==> src/rtl/digit_serial_pkg.sv <==
// Shared types and default sizing for the digit-serial adder sequencer.
package digit_serial_pkg;

  localparam int unsigned DefaultDigitW  = 4;
  localparam int unsigned DefaultNDigits = 4;

  typedef enum logic [2:0] {
    StIdle,
    StPrime,
    StRun,
    StFlush,
    StDone
  } state_e;

endpackage

==> src/rtl/digit_shift_reg.sv <==
// Word register that loads in parallel or shifts right by one digit,
// inserting a new digit at the MSB side.
module digit_shift_reg #(
  parameter int unsigned DIGIT_W  = 4,
  parameter int unsigned N_DIGITS = 4,
  parameter int unsigned WORD_W   = DIGIT_W * N_DIGITS
) (
  input  logic              clock,
  input  logic              reset,
  input  logic              load,
  input  logic [WORD_W-1:0] load_value,
  input  logic              shift,
  input  logic [DIGIT_W-1:0] shift_in,
  output logic [WORD_W-1:0] value
);

  logic [WORD_W-1:0] value_q, value_d;

  always_comb begin
    value_d = value_q;
    if (load) begin
      value_d = load_value;
    end else if (shift) begin
      value_d = {shift_in, value_q[WORD_W-1:DIGIT_W]};
    end
  end

  always_ff @(posedge clock or posedge reset) begin
    if (reset) begin
      value_q <= '0;
    end else begin
      value_q <= value_d;
    end
  end

  assign value = value_q;

endmodule

==> src/rtl/digit_serial_add_ctrl.sv <==
// Sequencer that feeds two word-wide operand pairs LSB-digit-first through an
// external dual-lane registered digit adder and reassembles the two results.
module digit_serial_add_ctrl
  import digit_serial_pkg::*;
#(
  parameter int unsigned DIGIT_W  = DefaultDigitW,
  parameter int unsigned N_DIGITS = DefaultNDigits,
  parameter int unsigned WORD_W   = DIGIT_W * N_DIGITS
) (
  input  logic               clock,
  input  logic               reset,
  input  logic               in_valid,
  output logic               in_ready,
  input  logic [WORD_W-1:0]  in_a,
  input  logic [WORD_W-1:0]  in_b,
  input  logic [WORD_W-1:0]  in_a_2,
  input  logic [WORD_W-1:0]  in_b_2,
  output logic               add_start,
  output logic [DIGIT_W-1:0] add_a,
  output logic [DIGIT_W-1:0] add_b,
  output logic [DIGIT_W-1:0] add_a_2,
  output logic [DIGIT_W-1:0] add_b_2,
  input  logic [DIGIT_W-1:0] add_out,
  input  logic [DIGIT_W-1:0] add_out_2,
  output logic               out_valid,
  input  logic               out_ready,
  output logic [WORD_W-1:0]  out_sum,
  output logic [WORD_W-1:0]  out_sum_2
);

  localparam int unsigned CntW = (N_DIGITS > 1) ? $clog2(N_DIGITS) : 1;
  localparam logic [CntW-1:0] LastCnt = CntW'(N_DIGITS - 1);

  state_e          state_q, state_d;
  logic [CntW-1:0] cnt_q, cnt_d;
  logic            accept, op_shift, res_shift;

  logic [WORD_W-1:0] a_word, b_word, a2_word, b2_word;

  always_comb begin
    state_d   = state_q;
    cnt_d     = cnt_q;
    accept    = 1'b0;
    op_shift  = 1'b0;
    res_shift = 1'b0;
    unique case (state_q)
      StIdle: begin
        if (in_valid) begin
          accept  = 1'b1;
          state_d = StPrime;
        end
      end
      StPrime: begin
        cnt_d   = '0;
        state_d = StRun;
      end
      StRun: begin
        op_shift  = 1'b1;
        // Adder output lags its inputs by one cycle, so digit k-1 arrives in step k.
        res_shift = (cnt_q != '0);
        if (cnt_q == LastCnt) begin
          cnt_d   = '0;
          state_d = StFlush;
        end else begin
          cnt_d = cnt_q + 1'b1;
        end
      end
      StFlush: begin
        res_shift = 1'b1;
        state_d   = StDone;
      end
      StDone: begin
        if (out_ready) begin
          state_d = StIdle;
        end
      end
      default: state_d = StIdle;
    endcase
  end

  always_ff @(posedge clock or posedge reset) begin
    if (reset) begin
      state_q <= StIdle;
      cnt_q   <= '0;
    end else begin
      state_q <= state_d;
      cnt_q   <= cnt_d;
    end
  end

  assign in_ready  = (state_q == StIdle);
  assign out_valid = (state_q == StDone);
  assign add_start = (state_q == StPrime);

  assign add_a   = (state_q == StRun) ? a_word[DIGIT_W-1:0]  : '0;
  assign add_b   = (state_q == StRun) ? b_word[DIGIT_W-1:0]  : '0;
  assign add_a_2 = (state_q == StRun) ? a2_word[DIGIT_W-1:0] : '0;
  assign add_b_2 = (state_q == StRun) ? b2_word[DIGIT_W-1:0] : '0;

  digit_shift_reg #(.DIGIT_W(DIGIT_W), .N_DIGITS(N_DIGITS), .WORD_W(WORD_W)) u_op_a (
    .clock      (clock),
    .reset      (reset),
    .load       (accept),
    .load_value (in_a),
    .shift      (op_shift),
    .shift_in   ({DIGIT_W{1'b0}}),
    .value      (a_word)
  );

  digit_shift_reg #(.DIGIT_W(DIGIT_W), .N_DIGITS(N_DIGITS), .WORD_W(WORD_W)) u_op_b (
    .clock      (clock),
    .reset      (reset),
    .load       (accept),
    .load_value (in_b),
    .shift      (op_shift),
    .shift_in   ({DIGIT_W{1'b0}}),
    .value      (b_word)
  );

  digit_shift_reg #(.DIGIT_W(DIGIT_W), .N_DIGITS(N_DIGITS), .WORD_W(WORD_W)) u_op_a_2 (
    .clock      (clock),
    .reset      (reset),
    .load       (accept),
    .load_value (in_a_2),
    .shift      (op_shift),
    .shift_in   ({DIGIT_W{1'b0}}),
    .value      (a2_word)
  );

  digit_shift_reg #(.DIGIT_W(DIGIT_W), .N_DIGITS(N_DIGITS), .WORD_W(WORD_W)) u_op_b_2 (
    .clock      (clock),
    .reset      (reset),
    .load       (accept),
    .load_value (in_b_2),
    .shift      (op_shift),
    .shift_in   ({DIGIT_W{1'b0}}),
    .value      (b2_word)
  );

  digit_shift_reg #(.DIGIT_W(DIGIT_W), .N_DIGITS(N_DIGITS), .WORD_W(WORD_W)) u_res (
    .clock      (clock),
    .reset      (reset),
    .load       (1'b0),
    .load_value ({WORD_W{1'b0}}),
    .shift      (res_shift),
    .shift_in   (add_out),
    .value      (out_sum)
  );

  digit_shift_reg #(.DIGIT_W(DIGIT_W), .N_DIGITS(N_DIGITS), .WORD_W(WORD_W)) u_res_2 (
    .clock      (clock),
    .reset      (reset),
    .load       (1'b0),
    .load_value ({WORD_W{1'b0}}),
    .shift      (res_shift),
    .shift_in   (add_out_2),
    .value      (out_sum_2)
  );

endmodule

==> config.mk <==
export PLATFORM = sky130hd
export DESIGN_NAME = digit_serial_add_ctrl
export DESIGN_NICKNAME = d
export VERILOG_FILES = /design/src/rtl/digit_serial_pkg.sv /design/src/rtl/digit_shift_reg.sv /design/src/rtl/digit_serial_add_ctrl.sv
export SDC_FILE = /design/constraint.sdc
export NUM_CORES = 1
export LEC_CHECK = 0
export CORE_ASPECT_RATIO = 0.6
export CORE_MARGIN = 10
export CORE_UTILIZATION = 30
export CTS_CLUSTER_DIAMETER = 50
export CTS_CLUSTER_SIZE = 12
export DETAILED_ROUTE_END_ITERATION = 8
export DONT_BUFFER_PORTS = 1
export GPL_TIMING_DRIVEN = 0
export SLEW_MARGIN = 15
export SYNTH_ARGS = -nofsm -noshare
export SYNTH_HDL_FRONTEND = slang
export SYNTH_HIERARCHICAL = 1
export SYNTH_SLANG_ARGS = --single-unit
export TNS_END_PERCENT = 20
==> constraint.sdc <==
create_clock -name clock -period 5.3 [get_ports clock]
set_input_delay 1.06 -clock clock [delete_from_list [all_inputs] [get_ports clock]]
set_output_delay 1.06 -clock clock [all_outputs]
set_load 0.02 [all_outputs]
# Yosys cells after proc, flatten, opt, wreduce, memory -nomap -nowiden
# Index checks and enable logic that the tools add are counted.
[op_classes]
n_addsub = 1
mul = 0
div_mod_pow = 0
magnitude_cmp = 0
n_eq_ne = 8
shifts = 0
mux = 22
bitwise_logic = 0
n_reduce_logical = 5
[ops]
columns = ["cell", "count"]
rows = [
  ["$mux 16", 8],
  ["$mux 4", 4],
  ["$pmux 3 s5", 1],
  ["$mux 3", 3],
  ["$eq 3x2->1 const B", 2],
  ["$reduce_bool 2->1", 3],
  ["$ne 2x2->1 const B", 2],
  ["$pmux 2 s2", 1],
  ["$eq 3x1->1 const B", 1],
  ["$eq 3x3->1 const B", 1],
  ["$logic_not 3->1", 1],
  ["$mux 1", 3],
  ["$reduce_and 3->1", 1],
  ["$add 2x1->2 const B", 1],
  ["$eq 2x2->1 const B", 1],
  ["$mux 2", 1],
  ["$ne 2x1->1 const B", 1],
  ["$pmux 1 s2", 1],
]
[word_totals]
ff_bits = 101
latchBits = 0
mem_bits_rw = 0
rom_bits = 0
input_bits = 76
out_inout_bits = 51
wordCells = 44
mem_count = 0

# Depth between registers and ports, before layout
[logic_depth]
ltp_word = 4
ltp_mapped = 7
depth_no_buf = 5

# Modules after synthesis
# Netlist, hierarchy kept.
[by_module_without_submodules]
columns = ["module", "instances", "cells_each", "area_per_inst_um2", "seq_area_each_um2"]
rows = [
  ["digit_shift_reg", 6, 70, 748.2, 400.4],
  ["digit_serial_add_ctrl", 1, 55, 461.7, 125.1],
]

# Worst setup path before layout
# Ideal clock, no wire load.
[synth_timing]
path_type = "register to output"
startpoint = "reg state_q[1]"
endpoint = "out add_start"
arrival_ns = 1.067
required_time_ns = 4.240
path_slack_ns = 3.173
stages_incl_launch_ff = 3
path_buffers = 1
path_cell_list = "dfrtp_1 -> clkbuf_1 -> nor3_1"
[synth_between]
elab_chain_cells = 1
[synth_lines]
columns = ["item", "line_no", "source"]
rows = [
  ["start: declaration", "digit_serial_add_ctrl.sv:34", "state_e state_q, state_d;"],
  ["start signal: assignment", "digit_serial_add_ctrl.sv:83", "state_q <= StIdle;"],
  ["start signal: assignment", "digit_serial_add_ctrl.sv:86", "state_q <= state_d;"],
  ["$eq 3x1->1", "digit_serial_add_ctrl.sv:93", "assign add_start = (state_q == StPrime);"],
  ["end: declaration", "digit_serial_add_ctrl.sv:18", "output logic add_start,"],
]
# Every way passes these cells.

# Worst setup path after layout
# Same ends and word-level chain as after synthesis.

==> qor.csv <==
stage;metric;value;unit
global_route;use_met3;5.60;%
setup_path;r2r_setup_slack;2640;ps
sta;tns;0;ps
setup_path;cpMaxStageDelayCell;nor3_1;
synthesis;synth-simple-area-share;10.7;%
layout;nNetsFinal;621;
sta;setup_slack;2570;ps
die;die_w;186;microns
clock_tree;cts_made_buffers;9;
layout;antenna_cells;0;
synthesis;ys_types;26;
setup_path;reg2reg_depth;6;
synthesis;yosys.area_share.adder;0.505;%
clock_tree;clock-sinks;101;
layout;synthToLayoutAreaGrowth;15.9;%
outcome;status;finished clean;
detailed_routing;routed_wl;13500;microns
detailed_routing;via_per_inst;4.68;
power_and_ir_drop;p_leak;2.50;nW
global_route;use_met2;18.0;%
layout;final_common_cell;dfrtp_1;
power_and_ir_drop;power.total;3.82;mW
setup_path;start_kind;register;
die;ios;127;
synthesis;synth_area;4950;sq um
setup_path;path_max_fanout;10;
clock_tree;cts-root-buf;clkbuf_16;
sta;period_share;51.5;%
die;die_area;22200;sq um
clock_tree;ctsHtreeMaxLevel;3;
synthesis;synth_top_family_by_area;multiplexers;
setup_path;crit_type;reg -> out;
placement;port_buffers;0;
setup_path;crit_chain;clkbuf_1 > nor3_1;
setup_path;reg2reg_from;state_q[0]$_DFFE_PP0P_;
placement;place_ws;2610;ps
synthesis;synth_compound_area_share;10.7;%
power_and_ir_drop;power_density;666;nW/um^2
sta;rsz0062_at_grt;false;
die;core_area;16200;sq um
synthesis;synthCells;475;
setup_path;crit_required;4240;ps
synthesis;synthMuxAreaShare;19.6;%
die;fp.dieH;120;microns
power_and_ir_drop;ir_drop;0.000221;V
synthesis;ys_seq_elements;101;
die;initial_core_util;30.5;%
clock_tree;cts_setup_buffers;0;
synthesis;synth_area_leaders;dfrtp_1 51%, mux2i_1 20%, nand2_1 7.3%;
layout;drive_gt1_share;7.48;%
synthesis;synth_area_per_cell;10.4;sq um
clock_tree;cts.reportedPaths.clkPinSlew;70;ps
job;cap_violations;0;
clock_tree;hold_buffers;0;
sta;slew_violations;0;
global_route;grt-ovfl-total;0;
synthesis;netlist.area_leader.share;51.0;%
setup_path;r2r_end;u_op_b/value[6]$_DFFE_PP0P_;
detailed_routing;ant_nets;0;
setup_path;max_stage_delay;650;ps
clock_tree;clk_latency;340;ps
layout;layout_common_cells;101 x dfrtp_1, 97 x mux2i_1, 96 x nand2_1;
clock_tree;post_cts_resized;0;
setup_path;crit_arrival;1670;ps
placement;place_congestion;0.812;
detailed_routing;drt_iter0_markers;169;
sta;tightest_slew;873;ps
detailed_routing;vias;3541;
die;row_count;36;
global_route;grt_max_degree;21;
clock_tree;cts_tree;done;
synthesis;yosysSeqAreaShare;51.0;%
global_route;grt_pass1_vias;3548;
sta;fmax;0.367;GHz
sta;hold_violations;0;
setup_path;cp-end-kind;output port;
sta;finalClockSkew;8.51;ps
placement;hpwl;10600;microns
synthesis;synth_warnings;6;
global_route;antenna_found_initial;0;
detailed_routing;route.detailed.drc;0;
synthesis;synth-xor-area-share;0.177;%
worst_hold_path;min_path_type;in -> async;
detailed_routing;wl_per_cell;17.8;microns
global_route;top_usage_layer;met2;
sta;layout_min_cycle_time;2730;ps
global_route;grt_pass1_wl;21200;microns
global_route;groute.usage.overall;12.2;%
detailed_routing;drt_first_pass_iters;4;
sta;setup_violations;0;
synthesis;yosysTopAreaCell;dfrtp_1;
sta;slew_headroom;41.3;%
clock_tree;clk_path_buf_depth;2;
global_route;use_met1;16.0;%
-- layer usage --
| layer | wire [microns] | part of all wire, % | vias to the layer above |
|---|---|---|---|
| met5 | 0 | 0 | - |
| met4 | 144 | 1.1 | 0 |
| met3 | 1270 | 9.4 | 10 |
| met2 | 5980 | 44 | 104 |
| met1 | 6070 | 45 | 1700 |
| li1 | - | - | 1727 |
-- kinds of logic after synthesis --
kind of cell,Yosys count
multiplexers,97
XOR/XNOR,1
flip-flops,101
AO/OA/AOI/OAI,104
buffers and inverters,46
adder cells (fa/ha/maj),2
other,1
AND/OR/NAND/NOR,123
-- where the power goes --
group / total, mW / switching [mW] / leakage, nW / internal, mW
clock: 0.687 / 0.294 / 0.156 / 0.393
combinational: 1.72 / 0.948 / 1.11 / 0.770
sequential: 1.42 / 0.307 / 1.24 / 1.11
-- critical path, delay by kind of cell, from the launching register on --
| family | cells | cell delay (ps) |
|---|---|---|
| AND/OR/NAND/NOR | 1 | 650 |
| buffers and inverters | 1 | 250 |
| flip-flops | 1 | 410 |
-- synth_stat cells --
| cell | number |
|---|---|
| a211oi_1 | 1 |
| a21oi_1 | 1 |
| a22oi_1 | 1 |
| and2_1 | 2 |
| and3_1 | 16 |
| buf_12 | 6 |
| buf_2 | 6 |
| buf_6 | 9 |
| clkbuf_1 | 13 |
| clkbuf_8 | 1 |
| conb_1 | 1 |
| dfrtp_1 | 101 |
| ha_1 | 2 |
| inv_1 | 10 |
| inv_2 | 1 |
| mux2i_1 | 97 |
| nand2_1 | 96 |
| nand3b_1 | 1 |
| nor2_1 | 2 |
| nor2_4 | 1 |
| nor3_1 | 4 |
| nor4_2 | 1 |
| o21ai_0 | 39 |
| o21ai_1 | 61 |
| o31ai_1 | 1 |
| xnor2_1 | 1 |
-- worst max path at each step --
stage,from,end,slack (ps),cells after the start
finish,state_q[1]$_DFFE_PP0P_,add_start,2570,2
global route,state_q[0]$_DFFE_PP0P_,u_op_a_2/value[15]$_DFFE_PP0P_,2430,5
CTS,state_q[1]$_DFFE_PP0P_,add_start,2530,2
detailed placement,state_q[0]$_DFFE_PP0P_,u_op_a_2/value[15]$_DFFE_PP0P_,2610,5
global placement,state_q[0]$_DFFE_PP0P_,u_op_b/value[14]$_DFFE_PP0P_,2670,5
floorplan,state_q[1]$_DFFE_PP0P_,add_start,3170,2
-- state kept, by name (all words and copies together), names as in the netlist --
name / flops
u_res/value: 16
u_op_a_2/value: 16
state_q: 3
u_op_b_2/value: 16
u_op_a/value: 16
cnt_q: 2
u_res_2/value: 16
u_op_b/value: 16
-- per-stage QoR --
stage | instances | util, % | area, sq um | hold slack (ps)
detailed placement | 741 | 33.5 | 5430 | 540
global placement | 741 | 33.5 | 5430 | 530
global route | 757 | 35.4 | 5740 | 486
floorplan | 532 | - | 5160 | 515
finish | 757 | 35.4 | 5740 | 497
CTS | 757 | 35.4 | 5740 | 488
-- area by class of cell --
| type | count | area (sq um) |
|---|---|---|
| inverter | 11 | 41.3 |
| sequential | 101 | 2530 |
| fill | 1623 | 10500 |
| clock buffer | 11 | 253 |
| multi-input combinational | 385 | 2280 |
| clock inverter | 5 | 57.6 |
| tap | 209 | 262 |
| buffer | 35 | 314 |
Note: power is estimated with default switching activity, not from simulation.
